## config.mk

```make
export PLATFORM = sky130hd
export DESIGN_NAME = vga_display_ctrl
export DESIGN_NICKNAME = d
export VERILOG_FILES = /design/src/rtl/vga_display_ctrl.sv
export SDC_FILE = /design/constraint.sdc
export NUM_CORES = 1
export LEC_CHECK = 0
export ABC_AREA = 1
export ABC_CLOCK_PERIOD_IN_PS = 3830
export BUFFER_PORTS_ARGS = -buffer_cell sky130_fd_sc_hd__buf_2
export CAP_MARGIN = 20
export CORE_AREA = 5 5 71 73
export DETAILED_ROUTE_END_ITERATION = 12
export DIE_AREA = 0 0 76 78
export PLACE_DENSITY_LB_ADDON = 0.15
export SETUP_SLACK_MARGIN = 0.05
export SYNTH_ARGS = -nofsm -noshare
export SYNTH_HDL_FRONTEND = slang
export SYNTH_SLANG_ARGS = --single-unit
export TNS_END_PERCENT = 20
```

## constraint.sdc

```tcl
create_clock -name clk -period 3.83 [get_ports clk]
set_input_delay 0.1915 -clock clk [delete_from_list [all_inputs] [get_ports clk]]
set_output_delay 0.1915 -clock clk [all_outputs]
set_load 0.02 [all_outputs]
```

## src/rtl/vga_display_ctrl.sv

```systemverilog
`default_nettype none
// +----------------------------------------------------------------------------+
// | vga_display_ctrl : 640x480 VGA timing, fixed-priority RGB arbitration       |
// | Revision 1.0                                                               |
// +----------------------------------------------------------------------------+
module vga_display_ctrl #(
    parameter int          PIX_DIV      = 4,
    parameter int          H_TOTAL      = 800,
    parameter int          V_TOTAL      = 525,
    parameter logic [11:0] BG_COLOR     = 12'h000,
    parameter int          H_ACTIVE     = 640,
    parameter int          H_SYNC_START = 655,
    parameter int          H_SYNC_END   = 750,
    parameter int          V_ACTIVE     = 480,
    parameter int          V_SYNC_START = 489,
    parameter int          V_SYNC_END   = 490
) (
    input  logic        clk,
    input  logic        greset,
    input  logic [2:0]  req,
    input  logic [11:0] color0,
    input  logic [11:0] color1,
    input  logic [11:0] color2,
    output logic [9:0]  hcount,
    output logic [9:0]  vcount,
    output logic        pix_en,
    output logic        frame_tick,
    output logic [2:0]  grant,
    output logic        Hsync,
    output logic        Vsync,
    output logic [3:0]  vgaRed,
    output logic [3:0]  vgaGreen,
    output logic [3:0]  vgaBlue
);

    localparam int               DIV_W    = (PIX_DIV > 1) ? $clog2(PIX_DIV) : 1;
    localparam logic [DIV_W-1:0] DIV_LAST = DIV_W'(PIX_DIV - 1);
    localparam logic [9:0]       H_LAST   = 10'(H_TOTAL - 1);
    localparam logic [9:0]       V_LAST   = 10'(V_TOTAL - 1);
    localparam logic [9:0]       H_ACT    = 10'(H_ACTIVE);
    localparam logic [9:0]       V_ACT    = 10'(V_ACTIVE);
    localparam logic [9:0]       H_SS     = 10'(H_SYNC_START);
    localparam logic [9:0]       H_SE     = 10'(H_SYNC_END);
    localparam logic [9:0]       V_SS     = 10'(V_SYNC_START);
    localparam logic [9:0]       V_SE     = 10'(V_SYNC_END);

    logic [DIV_W-1:0] div_q, div_d;
    logic [9:0]       hcount_q, hcount_d;
    logic [9:0]       vcount_q, vcount_d;
    logic             hsync_q, hsync_d;
    logic             vsync_q, vsync_d;
    logic [11:0]      rgb_q, rgb_d;
    logic [2:0]       grant_q, grant_d;

    logic             w_pix_en;
    logic             w_h_wrap;
    logic             w_v_wrap;
    logic             w_active;

    always_comb begin
        w_pix_en = (div_q == DIV_LAST);
        w_h_wrap = (hcount_q == H_LAST);
        w_v_wrap = (vcount_q == V_LAST);
        w_active = (hcount_q < H_ACT) && (vcount_q < V_ACT);

        div_d    = w_pix_en ? '0 : div_q + 1'b1;
        hcount_d = hcount_q;
        vcount_d = vcount_q;
        hsync_d  = hsync_q;
        vsync_d  = vsync_q;
        rgb_d    = rgb_q;
        grant_d  = grant_q;

        if (w_pix_en) begin
            hcount_d = w_h_wrap ? 10'd0 : hcount_q + 10'd1;
            if (w_h_wrap) begin
                vcount_d = w_v_wrap ? 10'd0 : vcount_q + 10'd1;
            end

            // Output stage decodes the pixel being left, so sync and colour stay aligned.
            hsync_d = !((hcount_q >= H_SS) && (hcount_q <= H_SE));
            vsync_d = !((vcount_q >= V_SS) && (vcount_q <= V_SE));
            rgb_d   = 12'h000;
            grant_d = 3'b000;
            if (w_active) begin
                if (req[0]) begin
                    rgb_d   = color0;
                    grant_d = 3'b001;
                end else if (req[1]) begin
                    rgb_d   = color1;
                    grant_d = 3'b010;
                end else if (req[2]) begin
                    rgb_d   = color2;
                    grant_d = 3'b100;
                end else begin
                    rgb_d   = BG_COLOR;
                end
            end
        end
    end

    always_ff @(posedge clk or negedge greset) begin
        if (!greset) begin
            div_q    <= '0;
            hcount_q <= 10'd0;
            vcount_q <= 10'd0;
            hsync_q  <= 1'b1;
            vsync_q  <= 1'b1;
            rgb_q    <= 12'h000;
            grant_q  <= 3'b000;
        end else begin
            div_q    <= div_d;
            hcount_q <= hcount_d;
            vcount_q <= vcount_d;
            hsync_q  <= hsync_d;
            vsync_q  <= vsync_d;
            rgb_q    <= rgb_d;
            grant_q  <= grant_d;
        end
    end

    assign hcount     = hcount_q;
    assign vcount     = vcount_q;
    assign pix_en     = w_pix_en;
    assign frame_tick = w_pix_en & w_h_wrap & w_v_wrap;
    assign grant      = grant_q;
    assign Hsync      = hsync_q;
    assign Vsync      = vsync_q;
    assign vgaRed     = rgb_q[11:8];
    assign vgaGreen   = rgb_q[7:4];
    assign vgaBlue    = rgb_q[3:0];

endmodule
`default_nettype wire

```

==> results of run 1 <==
==> per-stage QoR <==
step / instance area, sq um / std cells / setup WS (ns) / hold slack [ns] / power, W
after global placement: 2680 / 423 / 1.70 / 0.344 / 0.000529
after global routing: 2770 / 431 / 1.42 / 0.0717 / 0.000837
after CTS: 2770 / 431 / 1.59 / 0.0280 / 0.000808
after floorplan: 2270 / 300 / 2.23 / -0.104 / 0.000482
after detailed placement: 2680 / 423 / 1.62 / 0.354 / 0.000529
final: 2770 / 431 / 1.61 / -0.00368 / 0.000797
==> cells by family after synthesis <==
group,Yosys count
AO/OA/AOI/OAI,15
buffers and inverters,38
flip-flops,39
XOR/XNOR,9
AND/OR/NAND/NOR,193
adder cells (fa/ha/maj),6
==> power by group <==
group	internal, W	switching [W]	leakage [nW]
logic	0.0000346	0.0000534	0.994
registers	0.000424	0.00000745	0.499
clock network	0.000127	0.000151	0.0402
==> registers in the layout (all words and copies together) (netlist names) <==
signal  flops
grant       3
Vsync       1
Hsync       1
div_q       2
rgb_q      12
hcount     10
vcount     10
==> routing by layer <==
| metal | wire length, um | GRT usage (%) | part of all wire (%) |
|---|---|---|---|
| met5 | 0 | 0 | 0 |
| met4 | 57 | 5.52 | 1.1 |
| met3 | 433 | 6.37 | 8.3 |
| met2 | 2440 | 31.8 | 47 |
| met1 | 2290 | 21.6 | 44 |
==> cell usage after synthesis, types with 2 or more instances <==
library cell / instances / area, sq um
a21oi_1: 2 / 10.0
buf_2: 5 / 25.0
buf_6: 2 / 22.5
dfrtp_1: 37 / 926
dfstp_2: 2 / 52.6
ha_1: 6 / 75.1
inv_1: 29 / 109
nand2_1: 104 / 390
nand3_1: 42 / 210
nand4_1: 2 / 12.5
nand4_4: 2 / 42.5
nor2_1: 30 / 113
nor2_2: 2 / 12.5
nor2_4: 2 / 22.5
nor3_1: 4 / 20.0
o21ai_0: 9 / 45.0
xnor2_1: 3 / 26.3
xor2_1: 6 / 52.6
==> path summary, 6_finish.rpt <==
path	startpoint	endpoint	slack [ns]	cells past startpoint
max in group asynchronous	greset	grant[1]	3.30	1
min in group clk	color1[4]	rgb_q[4]	0.21	5
max	div_q[0]	grant[2]	1.61	5
min reg2reg	div_q[0]	div_q[0]	0.43	1
min	greset	vcount[6]	-0.004	1
max reg2reg	div_q[0]	grant[2]	1.61	5
==> layout make-up <==
class / instances / share of cell area (%)
clock buffer: 5 / 2.49
clock inverter: 3 / 0.724
inverter: 30 / 4.07
tap: 52 / 2.35
multi-input combinational: 223 / 40.7
timing repair buffer: 79 / 14.3
sequential: 39 / 35.4
==> impl_metrics.ini, run 1 <==
[setup_path]
end_kind = flip-flop
max_stage_delay_ns = 0.65
path_delay_family = simple AND/OR/NAND/NOR gates
crit_fanout = 19
worstPathCellList = ha_1 > inv_2 > nor3_4 > nand3_1 > nand2_1
start_kind = flip-flop
worst_ep_required_time_ns = 4.06
crit_type = reg2reg
path_buf_inv = 1
cp_slowest_cell = ha_1
cp.arrival_ns = 2.45

[drt]
via_per_inst = 4.93
first_pass_iters = 4
drtIter0Drc = 93
vias = 2124
post_drt_wl_per_cell_um = 12.1
drcViolationCount = 0
route.antenna.remaining_nets = 0
totalWireLength_um = 5230

[grt]
antenna_found_initial = 0
grt_pass1_vias = 2125
grt_max_degree = 40
grt_pass1_wl_um = 9140
grt_overflow = 0
grt_usage_pct = 18.4

[run_status]
status = complete, but fails checks
violations = negative hold slack

[sta]
slew_headroom_pct = 43.9
setup_viol = 0
finalMaxSlewViolations = 0
fmax_mhz = 451
skew_ns = 0.00551
setup_tns_ns = 0
rsz0062_at_grt = false
hold_slack_ns = -0.00368
finalCriticalPeriod_ns = 2.22
tightest_slew_ns = 0.842
finalCritPeriodShare_pct = 57.9
hold_viol_final = 14

[clock_network]
ctsHoldBuffers = 0
cts_buffers = 5
clock-sinks = 39
h-tree-depth = 2
root_buffer = clkbuf_8
clkTransAtPathRegs_ns = 0.08
clockBufferDepth = 2
cts_resized = 0
clock_latency_ns = 0.29
cts_setup_buffers = 0
cts_tree = done

[cells_and_area]
multi_input_area_sq_um = 1130
area_growth_pct = 22.0
mostFrequentLayoutCell = nand2_1
seqCellArea_sq_um = 978
fin_util_pct = 64.4
layout.nets = 425
layout_common_cells = nand2_1 (104), buf_2 (79), nand3_1 (42), dfrtp_1 (37), nor2_1 (30)
fillCellCount = 396
antenna_cells = 0
layout-drive-gt1-share_pct = 26.6

[logic_synthesis]
synth_top_family_by_area = simple AND/OR/NAND/NOR gates
synth-edff-count = 0
synthCells = 300
yosys_most_used_dff = dfrtp_1
synthMuxAreaShare_pct = 0
ys_async_sr_fraction_pct = 100
synth_compound_area_share_pct = 3.75
syn-cell-area_sq_um = 2270
synthSimpleGateAreaFrac_pct = 39.1
synth_adder_area_share_pct = 3.31
syn_area_per_cell_sq_um = 7.56
synth_cell_types = 29
synth-xor-area-share_pct = 3.47
yosys_warnings = 0
syn_nets = 347
synth-seq-area-share_pct = 43.1
synth_seq_cells = 39

[pwr]
irDropWorstVdd_mv = 0.177
leakagePower_nw = 1.53
power_density_nw_per_um2 = 288

[die]
fp.dieW_um = 76
num_rows = 24
die_y_um = 78
start_util_pct = 52.8
fp.coreArea_sq_um = 4290
die-area_sq_um = 5930
io_pins = 80

[placement]
dp_hpwl_um = 4080
gp_congestion = 0.827
io_buffers = 79

[flow_run]
drv_cap = 0

[min_path]
min_path_type = in2async
No activity file was read; power rests on OpenSTA's default activity.
==> run 2: changes to the inputs <==
- ABC_CLOCK_PERIOD_IN_PS: 3830 -> 2290
- CORE_AREA: 5 5 71 73 -> 5 5 74 76
- DIE_AREA: 0 0 76 78 -> 0 0 79 81
- clock period: 3.83 -> 2.29 ns (I/O delays scaled with it)
==> impl_metrics.ini, run 2 (synthesis results as in run 1) <==
[grt]
grt_max_degree = 40
grtUsageMet2_pct = 28.9
use_met3_pct = 5.76
grt_pass1_wl_um = 8770
gr-usage-met1_pct = 21.0
antenna_found_initial = 0
grt_overflow = 0
busiest_layer = met2
grt_usage_pct = 17.3
grt_pass1_vias = 1958

[placement]
io_buffers = 79
gp_congestion = 0.833
dp_hpwl_um = 4030

[drt]
drtIter0Drc = 97
first_pass_iters = 4
route.antenna.remaining_nets = 0
post_drt_wl_per_cell_um = 12.1
vias = 2133
via_per_inst = 4.90
drcViolationCount = 0
totalWireLength_um = 5250

[setup_path]
start_kind = flip-flop
worst_ep_required_time_ns = 2.18
end_kind = output port
cp_common_cell = nor2_1
ff2ff_setup_slack_ns = 0.51
cp_slowest_cell = dfrtp_1
worstPathCellList = inv_1 > ha_1 > nand2_1 > nor2_1 > nand3_1 > nor2_1 > buf_2
cp.arrival_ns = 1.77
crit_type = reg2out
max_stage_delay_ns = 0.44
crit_fanout = 6

[pwr]
power_w = 0.00134
irDropWorstVdd_mv = 0.230
power_density_nw_per_um2 = 480
leakagePower_nw = 1.54

[sta]
tightest_slew_ns = 0.849
slew_headroom_pct = 43.4
finalMaxSlewViolations = 0
setup_viol = 0
skew_ns = 0.00323
rsz0062_at_grt = false
hold_viol_final = 0
fmax_mhz = 530
finalCriticalPeriod_ns = 1.89
setup_tns_ns = 0
hold_slack_ns = 0.125
finalCritPeriodShare_pct = 82.5

[run_status]
status = finished clean

[cells_and_area]
layout-drive-gt1-share_pct = 26.8
area_growth_pct = 22.8
antenna_cells = 0
largest_register = rgb_q
largest_reg_flops = 12
mostFrequentLayoutCell = nand2_1
fin_util_pct = 59.8
layout_common_cells = nand2_1 (104), buf_2 (79), nand3_1 (42), dfrtp_1 (37), nor2_1 (30)
layout.nets = 427

[flow_run]
drv_cap = 0

[clock_network]
cts_setup_buffers = 0
cts_tree = done
clkTransAtPathRegs_ns = 0.08
clockBufferDepth = 2
cts_resized = 0
clock-sinks = 39
h-tree-depth = 2
ctsHoldBuffers = 1
cts_buffers = 5
root_buffer = clkbuf_8
clock_latency_ns = 0.30

[die]
io_pins = 80
fp.dieW_um = 79
fp.coreArea_sq_um = 4660
start_util_pct = 48.7
die_y_um = 81
die-area_sq_um = 6400
num_rows = 25

[min_path]
min_path_type = in2reg
run 2: cell count changes in the layout (fill, tap and decap cells not counted):
| cell | before | now |
|---|---|---|
| buf_4 | 0 | 1 |
| dlygate4sd3_1 | 0 | 1 |
run 2: power by group:
group	internal (W)	switching [W]	total (W)	leakage, nW
sequential	0.000709	0.0000120	0.000721	0.499
clock	0.000212	0.000256	0.000468	0.0402
combinational	0.0000590	0.0000909	0.000150	1.00
run 2: area by class of cell:
type                    count  area [sq um]
fillers                   415          1870
multi-input cells         223          1130
flip-flops and latches     39           978
repair buffers             81           413
inverters                  30           113
clock buffers               5          68.8
well taps                  54          67.6
clock inverters             3          20.0
run 2: worst paths after layout:
kind                         endpoint  depth (start not counted)      start
setup reg to reg             grant[2]                          5   div_q[0]
hold / removal               rgb_q[6]                          5  color1[6]
max in group asynchronous    rgb_q[6]                          2     greset
setup / recovery           frame_tick                          7  vcount[0]
min in group asynchronous   hcount[6]                          2     greset
hold reg to reg              div_q[0]                          1   div_q[0]
run 2: layer usage:
metal / share of wire, % / wire length [um]
met4: 0.69 / 36
met2: 46 / 2440
met3: 8.6 / 453
met5: 0 / 0
met1: 44 / 2320
run 2: stage by stage:
| stage | std cells | setup slack (ns) | instance area (sq um) |
|---|---|---|---|
| after floorplan | 300 | 0.770 | 2270 |
| after global placement | 426 | 0.616 | 2690 |
| after detailed placement | 426 | 0.508 | 2690 |
| after CTS | 435 | 0.363 | 2790 |
| after global routing | 435 | 0.198 | 2790 |
| final | 435 | 0.402 | 2790 |
run 2: critical path: cells and delay by family, from the launching register on:
| kind | cells | cell delay [ns] |
|---|---|---|
| flops | 1 | 0.44 |
| buf+inv | 2 | 0.33 |
| simple gates | 4 | 0.54 |
| fa+ha+maj | 1 | 0.17 |
